**src/rtl/mem_bus_arbiter_pkg.sv**
```systemverilog
// Shared types for the memory bus arbiter.
//   arb_state_t : arbitration state machine encoding
//   bus_owner_t : selects which requester drives the memory port
package arbiter_pkg;

  typedef enum logic [2:0] {
    CPU_OWN,
    HANDOVER,
    DMA_OWN,
    COOLDOWN,
    ArbStateEndMarker
  } arb_state_t;

  typedef enum logic {
    BusOwnerCpu,
    BusOwnerDma
  } bus_owner_t;

endpackage

```
**src/rtl/mem_bus_arbiter_reg.sv**
```systemverilog
// Loadable register with synchronous active-high reset to zero.
// Ports:
//   clk_in  : clock
//   reset   : synchronous, active-high
//   load_i  : capture d_i on the rising edge
//   d_i     : data in
//   q_o     : registered data out (holds when load_i=0)
module mem_bus_arbiter_reg #(
  parameter int unsigned W = 8
) (
  input  logic         clk_in,
  input  logic         reset,
  input  logic         load_i,
  input  logic [W-1:0] d_i,
  output logic [W-1:0] q_o
);

  logic [W-1:0] data_q;

  always_ff @(posedge clk_in) begin
    if (reset) begin
      data_q <= '0;
    end else if (load_i) begin
      data_q <= d_i;
    end
  end

  assign q_o = data_q;

endmodule

```
**src/rtl/mem_bus_arbiter.sv**
```systemverilog
// Shares one external memory port between the CPU (default owner) and a
// DMA requester. DMA is only granted while the CPU is reading, the CPU is
// stalled through cpu_ready, and each capped DMA burst is followed by a
// guaranteed CPU cycle.
// Ports:
//   clk_in, reset                      : clock, synchronous active-high reset
//   cpu_address/data_out/read_write    : CPU bus request (1=read)
//   cpu_data_in, cpu_ready             : read data and clock enable to CPU
//   dma_req/address/wdata/read_write   : DMA access request (1=read)
//   dma_gnt, dma_ack                   : DMA owns bus / access performed
//   dma_rdata, dma_rvalid              : registered DMA read data + valid
//   mem_address/wdata/read_write       : memory port outputs (1=read)
//   mem_rdata                          : combinational memory read data
module mem_bus_arbiter
  import arbiter_pkg::*;
#(
  parameter int unsigned MAX_BURST = 4,
  parameter int unsigned ADDR_W    = 16,
  parameter int unsigned DATA_W    = 8
) (
  input  logic              clk_in,
  input  logic              reset,
  input  logic [ADDR_W-1:0] cpu_address,
  input  logic [DATA_W-1:0] cpu_data_out,
  input  logic              cpu_read_write,
  output logic [DATA_W-1:0] cpu_data_in,
  output logic              cpu_ready,
  input  logic              dma_req,
  input  logic [ADDR_W-1:0] dma_address,
  input  logic [DATA_W-1:0] dma_wdata,
  input  logic              dma_read_write,
  output logic              dma_gnt,
  output logic              dma_ack,
  output logic [DATA_W-1:0] dma_rdata,
  output logic              dma_rvalid,
  output logic [ADDR_W-1:0] mem_address,
  output logic [DATA_W-1:0] mem_wdata,
  output logic              mem_read_write,
  input  logic [DATA_W-1:0] mem_rdata
);

  localparam int unsigned CNT_W = $clog2(MAX_BURST + 1);
  localparam logic [CNT_W-1:0] BURST_LAST = CNT_W'(MAX_BURST);

  arb_state_t       state_q, state_d;
  logic [CNT_W-1:0] burst_cnt_q, burst_cnt_d;
  logic [CNT_W-1:0] burst_inc;
  logic             dma_rvalid_q, dma_rvalid_d;
  bus_owner_t       owner;
  logic             rdata_load;

  assign cpu_data_in = mem_rdata;
  assign burst_inc   = burst_cnt_q + 1'b1;

  always_ff @(posedge clk_in) begin
    if (reset) begin
      state_q      <= CPU_OWN;
      burst_cnt_q  <= '0;
      dma_rvalid_q <= 1'b0;
    end else begin
      state_q      <= state_d;
      burst_cnt_q  <= burst_cnt_d;
      dma_rvalid_q <= dma_rvalid_d;
    end
  end

  always_comb begin
    state_d     = state_q;
    burst_cnt_d = burst_cnt_q;
    owner       = BusOwnerCpu;
    cpu_ready   = 1'b1;
    dma_gnt     = 1'b0;
    dma_ack     = 1'b0;
    unique case (state_q)
      CPU_OWN: begin
        // Only a CPU read may be interrupted; writes always complete.
        if (dma_req && cpu_read_write) begin
          state_d = HANDOVER;
        end
      end
      HANDOVER: begin
        cpu_ready   = 1'b0;
        state_d     = DMA_OWN;
        burst_cnt_d = '0;
      end
      DMA_OWN: begin
        owner     = BusOwnerDma;
        cpu_ready = 1'b0;
        dma_gnt   = 1'b1;
        dma_ack   = dma_req;
        if (!dma_req) begin
          state_d = CPU_OWN;
        end else begin
          burst_cnt_d = burst_inc;
          if (burst_inc == BURST_LAST) begin
            state_d = COOLDOWN;
          end
        end
      end
      COOLDOWN: begin
        state_d = CPU_OWN;
      end
      default: begin
        state_d = CPU_OWN;
      end
    endcase
  end

  // Memory port mux. HANDOVER is a read-only turnaround at the CPU address.
  always_comb begin
    mem_address    = cpu_address;
    mem_wdata      = cpu_data_out;
    mem_read_write = cpu_read_write;
    if (owner == BusOwnerDma) begin
      mem_address    = dma_address;
      mem_wdata      = dma_wdata;
      mem_read_write = dma_req ? dma_read_write : 1'b1;
    end else if (state_q == HANDOVER) begin
      mem_wdata      = '0;
      mem_read_write = 1'b1;
    end
  end

  assign rdata_load   = dma_ack & dma_read_write;
  assign dma_rvalid_d = rdata_load;
  assign dma_rvalid   = dma_rvalid_q;

  mem_bus_arbiter_reg #(
    .W(DATA_W)
  ) u_rdata_reg (
    .clk_in(clk_in),
    .reset (reset),
    .load_i(rdata_load),
    .d_i   (mem_rdata),
    .q_o   (dma_rdata)
  );

endmodule

```
**config.mk**
```make
export PLATFORM = sky130hd
export DESIGN_NAME = mem_bus_arbiter
export DESIGN_NICKNAME = d
export VERILOG_FILES = /design/src/rtl/mem_bus_arbiter_pkg.sv /design/src/rtl/mem_bus_arbiter_reg.sv /design/src/rtl/mem_bus_arbiter.sv
export SDC_FILE = /design/constraint.sdc
export NUM_CORES = 1
export LEC_CHECK = 0
export ABC_CLOCK_PERIOD_IN_PS = 2100
export CAP_MARGIN = 0
export CORE_MARGIN = 2
export CORE_UTILIZATION = 30
export CTS_BUF_LIST = sky130_fd_sc_hd__clkbuf_8
export DETAILED_ROUTE_END_ITERATION = 7
export GPL_TIMING_DRIVEN = 1
export PLACE_DENSITY_LB_ADDON = 0.05
export SETUP_SLACK_MARGIN = 0.2
export SYNTH_ARGS = -nofsm -noshare
export SYNTH_HDL_FRONTEND = slang
export SYNTH_SLANG_ARGS = --single-unit
```
**constraint.sdc**
```tcl
create_clock -name clk_in -period 2.1 [get_ports clk_in]
set_input_delay 0.21 -clock clk_in [delete_from_list [all_inputs] [get_ports clk_in]]
set_output_delay 0.21 -clock clk_in [all_outputs]
set_load 0.005 [all_outputs]
```
-- Word level (Yosys, flattened, before mapping)
Index checks and enable logic that the tools add are counted.
- register bits after elaboration: 15
- input bits: 61
- output and inout port bits: 45
- add/subtract/negate cells: 1
- equal/unequal tests: 6
- mux-type cells: 15
- bitwise operators: 1
- reductions and logical operators: 6
- operators with widths (kind ; number):
    $mux W16 ; 1
    $mux W8 ; 2
    $mux W3 ; 4
    $pmux W3 S3 ; 1
    $mux W1 ; 6
    $pmux W3 S2 ; 1
    $ne A2 B2 Y1 const B ; 2
    $reduce_and A2 Y1 ; 2
    $add A3 B1 Y3 const B ; 1
    $eq A3 B1 Y1 const B ; 1
    $eq A3 B2 Y1 const B ; 1
    $eq A3 B3 Y1 const B ; 1
    $logic_not A3 Y1 ; 1
    $ne A3 B3 Y1 const B ; 1
    $reduce_bool A2 Y1 ; 1
    $reduce_or A2 Y1 ; 1
    $and A1 B1 Y1 ; 1
    $logic_and A1 B1 Y1 ; 1

-- Depth between registers and ports, before layout
- word-level depth: 5
- depth in mapped cells: 7
- depth with buffers taken out: 5

-- Cells and area by module
Synthesis repeated with hierarchy kept, for this count alone.
- cells, all modules: 113
- area, all modules: 1058.5 um2
- by module, submodules not included (module ; times used ; cells each ; area an instance (um2)):
    mem_bus_arbiter ; 1 ; 87 ; 773.2
    mem_bus_arbiter_reg ; 1 ; 26 ; 285.3

-- Worst setup path before layout
Ideal clock, no wire load.
- kind: register to register
- from: register state_q[0]
- to: register state_q[0]
- setup time: 0.123 ns
- arrival: 1.597 ns
- required time: 1.977 ns
- slack: 0.380 ns
- cell stages (with the launch flop): 8
- buffers on the path: 2
- period minus slack after synthesis: 1.720 ns
- path through: dfxtp_1 inv_1 ha_1 buf_2 and2_4 buf_6 a211oi_4 mux2_1
- word-level cells in the longest chain between the ends: 3
- elaborated cells between the ends (all ways): 7
- those cells by class: 4 x eq/ne; 1 x mux; 2 x reduce/logical
- RTL lines (what ; line ; source):
    start, declared ; mem_bus_arbiter.sv:45 ; arb_state_t state_q, state_d;
    start signal, assigned ; mem_bus_arbiter.sv:61 ; state_q <= state_d;
    $eq A3 B2 Y1 / $logic_not A3 Y1 (equally long branches) ; mem_bus_arbiter.sv:74 ; unique case (state_q)
    $ne A3 B3 Y1 (no source line) / $ne A2 B2 Y1 (equally long branches) ; n/a ;
    $reduce_and A2 Y1 (no source line) ; n/a ;
Parallel ways exist; a longest one is shown, timed or not.
A chain may end at the register's enable or synchronous reset.

-- Final worst setup path
- from: register state_q[0]
- to: output port mem_address[7]
- word-level cells in the longest chain between the ends: 3
- RTL lines (what ; line ; source):
    $eq A3 B2 Y1 ; mem_bus_arbiter.sv:74 ;
    $mux W1 ; mem_bus_arbiter.sv:74 ;
    $mux W16 ; mem_bus_arbiter.sv:114 ; if (owner == BusOwnerDma) begin
    end, declared ; mem_bus_arbiter.sv:36 ; output logic [ADDR_W-1:0] mem_address,
No other way between the ends.

==> reports/summary.txt <==
Clock Skew: 0.00439 ns
largest net degree at the start of global routing: 13
row cnt: 21
vias in the first global route: 1245
port bufs: 105
Net Count, Synth: 190
drt initial violations: 11
CTS sink cnt: 14
chip width: 63.0 µm
post-route insts no fill: 285
HPWL Detailed: 2930 µm
CP max FO: 8
Final period util: 92.4%
Clk pwr share: 15.8%
Gate Count Post-Synth: 123
Worst Path Arrival: 1.73 ns
Worst-Skew Late Latency: 0.24 ns
Crit Path Class: reg -> out
Fin Setup TNS: 0 ns
Setup violations, final: 0
Max-Cap Viols: 0
synthesized area: 1040 µm²
Power Dens Cells: 718 nW/µm²
CTS H-Tree Depth: 1
Cell variety after synth: 29
CP Data Required Time: 1.89 ns
RSZ-0062 raised after global routing: yes
gr ovfl total: 0
Logic pwr share: 65.5%
core area: 3340 µm²
Final ANT Viol Nets: 0
sequential share of power: 18.7%
via count: 1274
crit path time final: 1.94 ns
actual slew at the worst max-slew pin: 0.443 ns
CP max stage cell: clkdlybuf4s50_1
first-pass GRT wire length: 5780 µm
VDD IR-drop max: 0.374 mV
Finished Cell Area: 2330 µm²
YS warnings: 0
Post-synth top flop: dfxtp_1
Starting Density: 31.3%
placed cell count: 264
layout cells sized above 1: 21.8%
Peak Freq: 0.516 GHz
layout net count: 307
Longest Clk Path Bufs: 2
Die H: 63.0 µm
switching portion of total power: 30.3%
# fillers: 301
Remaining DRCs: 0
drt first pass iters: 4
area of the multi-input gates: 664 µm²
asr flop ratio synth: 0%
DIE AREA: 3970 µm²
crit-path cells: inv_2 -> ha_4 -> buf_6 -> mux2_2 -> clkdlybuf4s50_1
area delta synth->final: 123%
Diodes inserted: 0
RePlAce Congestion: 0.711
Crit. End Element: primary output
I/O pins: 106
initial antenna violation count: 0
relative slew slack: 70.2%
Int Power: 0.00117 W
CTS Root Cell: clkbuf_8
Pins Over Slew Limit: 0
Cell Area, Placed: 2090 µm²
vias per inst: 4.47
drt total wl: 3610 µm
Final Hold Vio Count: 0
clock-pin slew on the worst setup and hold paths: 0.06 ns
Startpoint Class: flip-flop
Register Area: 285 µm²
Yosys reg bits: 14
CTS Buf Count: 3
Pleak: 1.04 nW
drt wl/cell: 12.7 µm
CTS tree: done
EDFF count, synth: 0
sequential share of the synthesized area: 26.8%
Hold-fix buffers, CTS: 0
CP max stage delay: 0.44 ns
status: complete, no violations
Worst Hold Class: reg -> reg
Tot GR Track Use: 18.0%
Mean Syn Cell Area: 8.49 µm²
P_sw: 0.000508 W
worst max-delay path, delay by kind of cell (launching register included):
kind / cells / cell delay (ns)
adder cells (fa/ha/maj): 1 / 0.19
multiplexers: 1 / 0.33
buffers and inverters: 3 / 0.65
flip-flops: 1 / 0.32
sequential cells by signal (all words and copies together) (netlist names):
register         count
u_rdata_reg.q_o      8
burst_cnt_q          3
state_q              2
dma_rvalid           1
through the flow:
step                      hold WS (ns)  worst slack [ns]  total power [W]  utilization (%)
after global placement           0.442             0.185          0.00122             62.7
final                            0.452             0.160          0.00168             69.9
after global routing             0.483            0.0954          0.00179             69.9
after CTS                        0.456             0.103          0.00164             67.2
after floorplan                  0.346             0.380         0.000726                -
after detailed placement         0.447            0.0970          0.00124             62.7
cell families (layout without fill, tap and decap cells):
group	Yosys count	in the layout	synth area share, %
xor+xnor	1	1	0.838
simple gates	36	36	15.9
mux	18	18	19.4
compound gates	27	27	17.4
flops	14	14	26.8
fa+ha+maj	6	6	7.19
buf+inv	21	137	12.5
routing by layer:
metal | vias up | part of all wire, % | track usage [%]
met2 | 40 | 55 | 33.4
met3 | 2 | 6.0 | 5.05
met1 | 587 | 38 | 20.6
li1 | 645 | - | -
met4 | 0 | 0.19 | 2.50
met5 | - | 0 | 0
power groups by stage:
stage / sequential [W] / combinational (W) / clock [W]
after CTS: 0.000311 / 0.00106 / 0.000269
after floorplan: 0.000313 / 0.000413 / 0
after global placement: 0.000309 / 0.000910 / 0
after detailed placement: 0.000309 / 0.000934 / 0
final: 0.000313 / 0.00110 / 0.000264
after global routing: 0.000316 / 0.00119 / 0.000284
path summary, 6_finish.rpt:
path	startpoint	endpoint	slack [ns]	cells after the start
hold reg to reg	u_rdata_reg.q_o[3]$_SDFFE_PP0P_	u_rdata_reg.q_o[3]$_SDFFE_PP0P_	0.45	2
setup reg to reg	state_q[0]$_SDFFE_PP0P_	state_q[1]$_SDFFE_PP0P_	0.32	7
setup / recovery	state_q[0]$_SDFFE_PP0P_	mem_address[7]	0.16	5
hold / removal	u_rdata_reg.q_o[3]$_SDFFE_PP0P_	u_rdata_reg.q_o[3]$_SDFFE_PP0P_	0.45	2
synthesized netlist by cell type, types with 2 or more instances:
| master | instances | area, µm² |
|---|---|---|
| a21oi_1 | 14 | 70.1 |
| a22o_1 | 7 | 61.3 |
| buf_2 | 4 | 20.0 |
| buf_4 | 8 | 60.1 |
| buf_6 | 2 | 22.5 |
| dfxtp_1 | 14 | 280 |
| ha_1 | 6 | 75.1 |
| inv_1 | 4 | 15.0 |
| mux2_1 | 2 | 22.5 |
| mux2_2 | 16 | 180 |
| nand2_1 | 19 | 71.3 |
| nand2b_1 | 2 | 12.5 |
| nor2_1 | 5 | 18.8 |
| nor3_1 | 3 | 15.0 |
| o21ai_0 | 3 | 15.0 |
cell type report:
| type | count | area share, % |
|---|---|---|
| flip-flops and latches | 14 | 12.2 |
| repair buffers | 129 | 53.8 |
| well taps | 46 | 2.47 |
| inverters | 4 | 0.644 |
| multi-input cells | 88 | 28.5 |
| clock buffers | 4 | 2.36 |
placed cells by master, fill, tap and decap left out, types with 2 or more instances in the layout:
cell type	n
mux2_2	16
nand2_1	19
nor3_1	3
dfxtp_1	12
inv_1	3
a22o_1	7
buf_4	21
dlygate4sd2_1	12
dlymetal6s2s_1	11
nor2_1	5
nand2b_1	2
a21oi_1	14
clkbuf_8	4
ha_1	4
o21ai_0	3
ha_4	2
clkdlybuf4s50_1	82
mux2_1	2
buf_6	3
what timing repair did:
action	CTS	global route
buffers inserted	10	7
pin swaps	5	0
gates resized for setup	21	14
setup endpoints to repair	26	14
Power figures use the tool's default switching activity.
==> variant, RTL diff (same settings) <==
Re-encode `arb_state_t` (5 states) as one-hot, 5 bits wide.
--- a/src/rtl/mem_bus_arbiter_pkg.sv
+++ b/src/rtl/mem_bus_arbiter_pkg.sv
@@ -3,12 +3,12 @@
 //   bus_owner_t : selects which requester drives the memory port
 package arbiter_pkg;
 
-  typedef enum logic [2:0] {
-    CPU_OWN,
-    HANDOVER,
-    DMA_OWN,
-    COOLDOWN,
-    ArbStateEndMarker
+  typedef enum logic [4:0] {
+    CPU_OWN           = 5'b00001,
+    HANDOVER          = 5'b00010,
+    DMA_OWN           = 5'b00100,
+    COOLDOWN          = 5'b01000,
+    ArbStateEndMarker = 5'b10000
   } arb_state_t;
 
   typedef enum logic {
Check against the original RTL: same outputs for any inputs over 10 cycles, from zero or initial values and one cycle with reset high; not proved beyond that.
==> variant against the original RTL <==
Area after synthesis up 1.3%. Sequential cell count up 2. Worst setup slack worse by 0.20 ns. Largest cell class unchanged. The flow now finishes with violations (negative setup slack). Critical path type unchanged. Wire length up 29%. Design area up 4.2%. Die area up 1.2%.
Power is not compared: it rests on default switching activity, and its combinational part moved more than twofold at a synthesized area within 25%.
==> variant: results <==
group,metric,value,unit
placed_design,post-place-ws,0.0155,ns
logic_synthesis,synthTopCellsByCount,"nand2_1, dfxtp_1, o21ai_0",
setup_path,cp_max_fo,5,
cells_and_area,n_antenna_cell,0,
routing,via_count,1581,
routing,dr_wl_met3,355,um
cells_and_area,n_fill_cell,269,
placed_design,place_inst,299,
routing,totalWireLength,4.66,mm
setup_path,r2r_start,"state_q[1]",
clock_network,clk_pin_slew,0.07,ns
logic_synthesis,async_flop_share,0,
logic_synthesis,synth_cell_types,34,
routing,wl_met1,1.77,mm
placed_design,dpl_cell_area,2190,um2
global_route,grt_max_degree,18,
global_route,grt_pass1_wl,7.58,mm
logic_synthesis,synth_compound_area_frac,0.223,
run_status,status,"finished, violations left",
setup_path,crit_path_top_delay_cell,"or4b_4",
global_route,antenna_found_initial,0,
sta,fin_ws,-0.0398,ns
routing,wl_met2,2.45,mm
setup_path,max_stage_delay,0.59,ns
cells_and_area,instances_no_fill,316,
setup_path,worstPathArrival,1.93,ns
setup_path,r2r-end,"state_q[2]",
setup_path,r2r_slack,0.26,ns
placed_design,gp_congestion,0.835,
logic_synthesis,yosysWarnings,0,
pwr,power_switching,183,uW
global_route,track_usage,0.236,
sta,setup_viol,1,
min_path,min_to,"u_rdata_reg.q_o[2]",
min_path,hold_start,"u_rdata_reg.q_o[2]",
pwr,leakagePower,0.00109,uW
setup_path,reg2regPathDepth,8,
logic_synthesis,synth_fa_ha_area_frac,0.0236,
logic_synthesis,ys_top_cells_by_area,"dfxtp_1, nand2_1, a22o_1, buf_4, o21ai_0",
logic_synthesis,synth_top_flop_cell,"dfxtp_1",
logic_synthesis,syn-num-nets,215,
clock_network,clock_latency,0.25,ns
sta,setup_tns,-0.0398,ns
run_status,violations,"negative setup slack",
cells_and_area,fin_nets,334,
cells_and_area,drive_above_1_share,0.293,
logic_synthesis,synth_seq_area_share,0.303,
sta,hold-worst-slack,0.474,ns
routing,drt_iter0_drc,86,
sta,clock_skew,0.00548,ns
setup_path,path_delay_family,"buffers and inverters",
logic_synthesis,synthMuxAreaShare,0,
logic_synthesis,syn_inst,152,
global_route,grt_pass1_vias,1652,
routing,ant_nets,0,
sta,tightest_slew,0.363,ns
placed_design,dp_hpwl,3.51,mm
logic_synthesis,synth_xor_area_frac,0.00827,
[variant: cell types whose count changed after synthesis, sizes merged, moves of 3 or more]
| cell | unedited run | this run |
|---|---|---|
| nand2 | 19 | 50 |
| mux2 | 18 | 0 |
| a21oi | 14 | 9 |
| ha | 6 | 2 |
| o21ai | 3 | 10 |
| nand3 | 1 | 9 |
| nor2 | 6 | 3 |
[variant: per-layer routing]
metal  global-route usage  vias up
li1                     -      760
met3               0.0625        8
met1                0.269      736
met5                    0        -
met2                0.429       77
met4               0.0679        0
[variant: repair_timing]
item / in CTS / in global routing
endpoints found under the setup margin: 27 / 30
gates resized for setup: 112 / 27
hold endpoints to repair: 0 / 0
cloned: 2 / 0
pin swaps: 17 / 18
buffers inserted: 8 / 3
[variant: cell type report]
class,instances,area [um2],share of cell area
clock buffers,4,55.1,0.0227
inverters,4,17.5,0.00721
multi-input cells,115,697,0.287
flip-flops and latches,16,324,0.133
well taps,46,57.6,0.0237
repair buffers,131,1280,0.526
[variant: cell families after synthesis]
| logic type | Yosys count |
|---|---|
| AO/OA/AOI/OAI | 36 |
| XOR/XNOR | 1 |
| adder cells (fa/ha/maj) | 2 |
| buffers and inverters | 21 |
| flip-flops | 16 |
| AND/OR/NAND/NOR | 76 |
[variant: worst max-delay path by stage]
stage / from / endpoint / slack [ns] / depth (start not counted)
floorplan: state_q[3] / mem_address[10] / 0.39 / 6
global placement: state_q[3] / mem_wdata[0] / 0.06 / 4
detailed placement: state_q[3] / mem_wdata[5] / 0.02 / 4
CTS: state_q[1] / mem_address[9] / 0.03 / 9
global route: state_q[1] / mem_wdata[3] / -0.05 / 8
finish: state_q[1] / mem_wdata[3] / -0.04 / 8
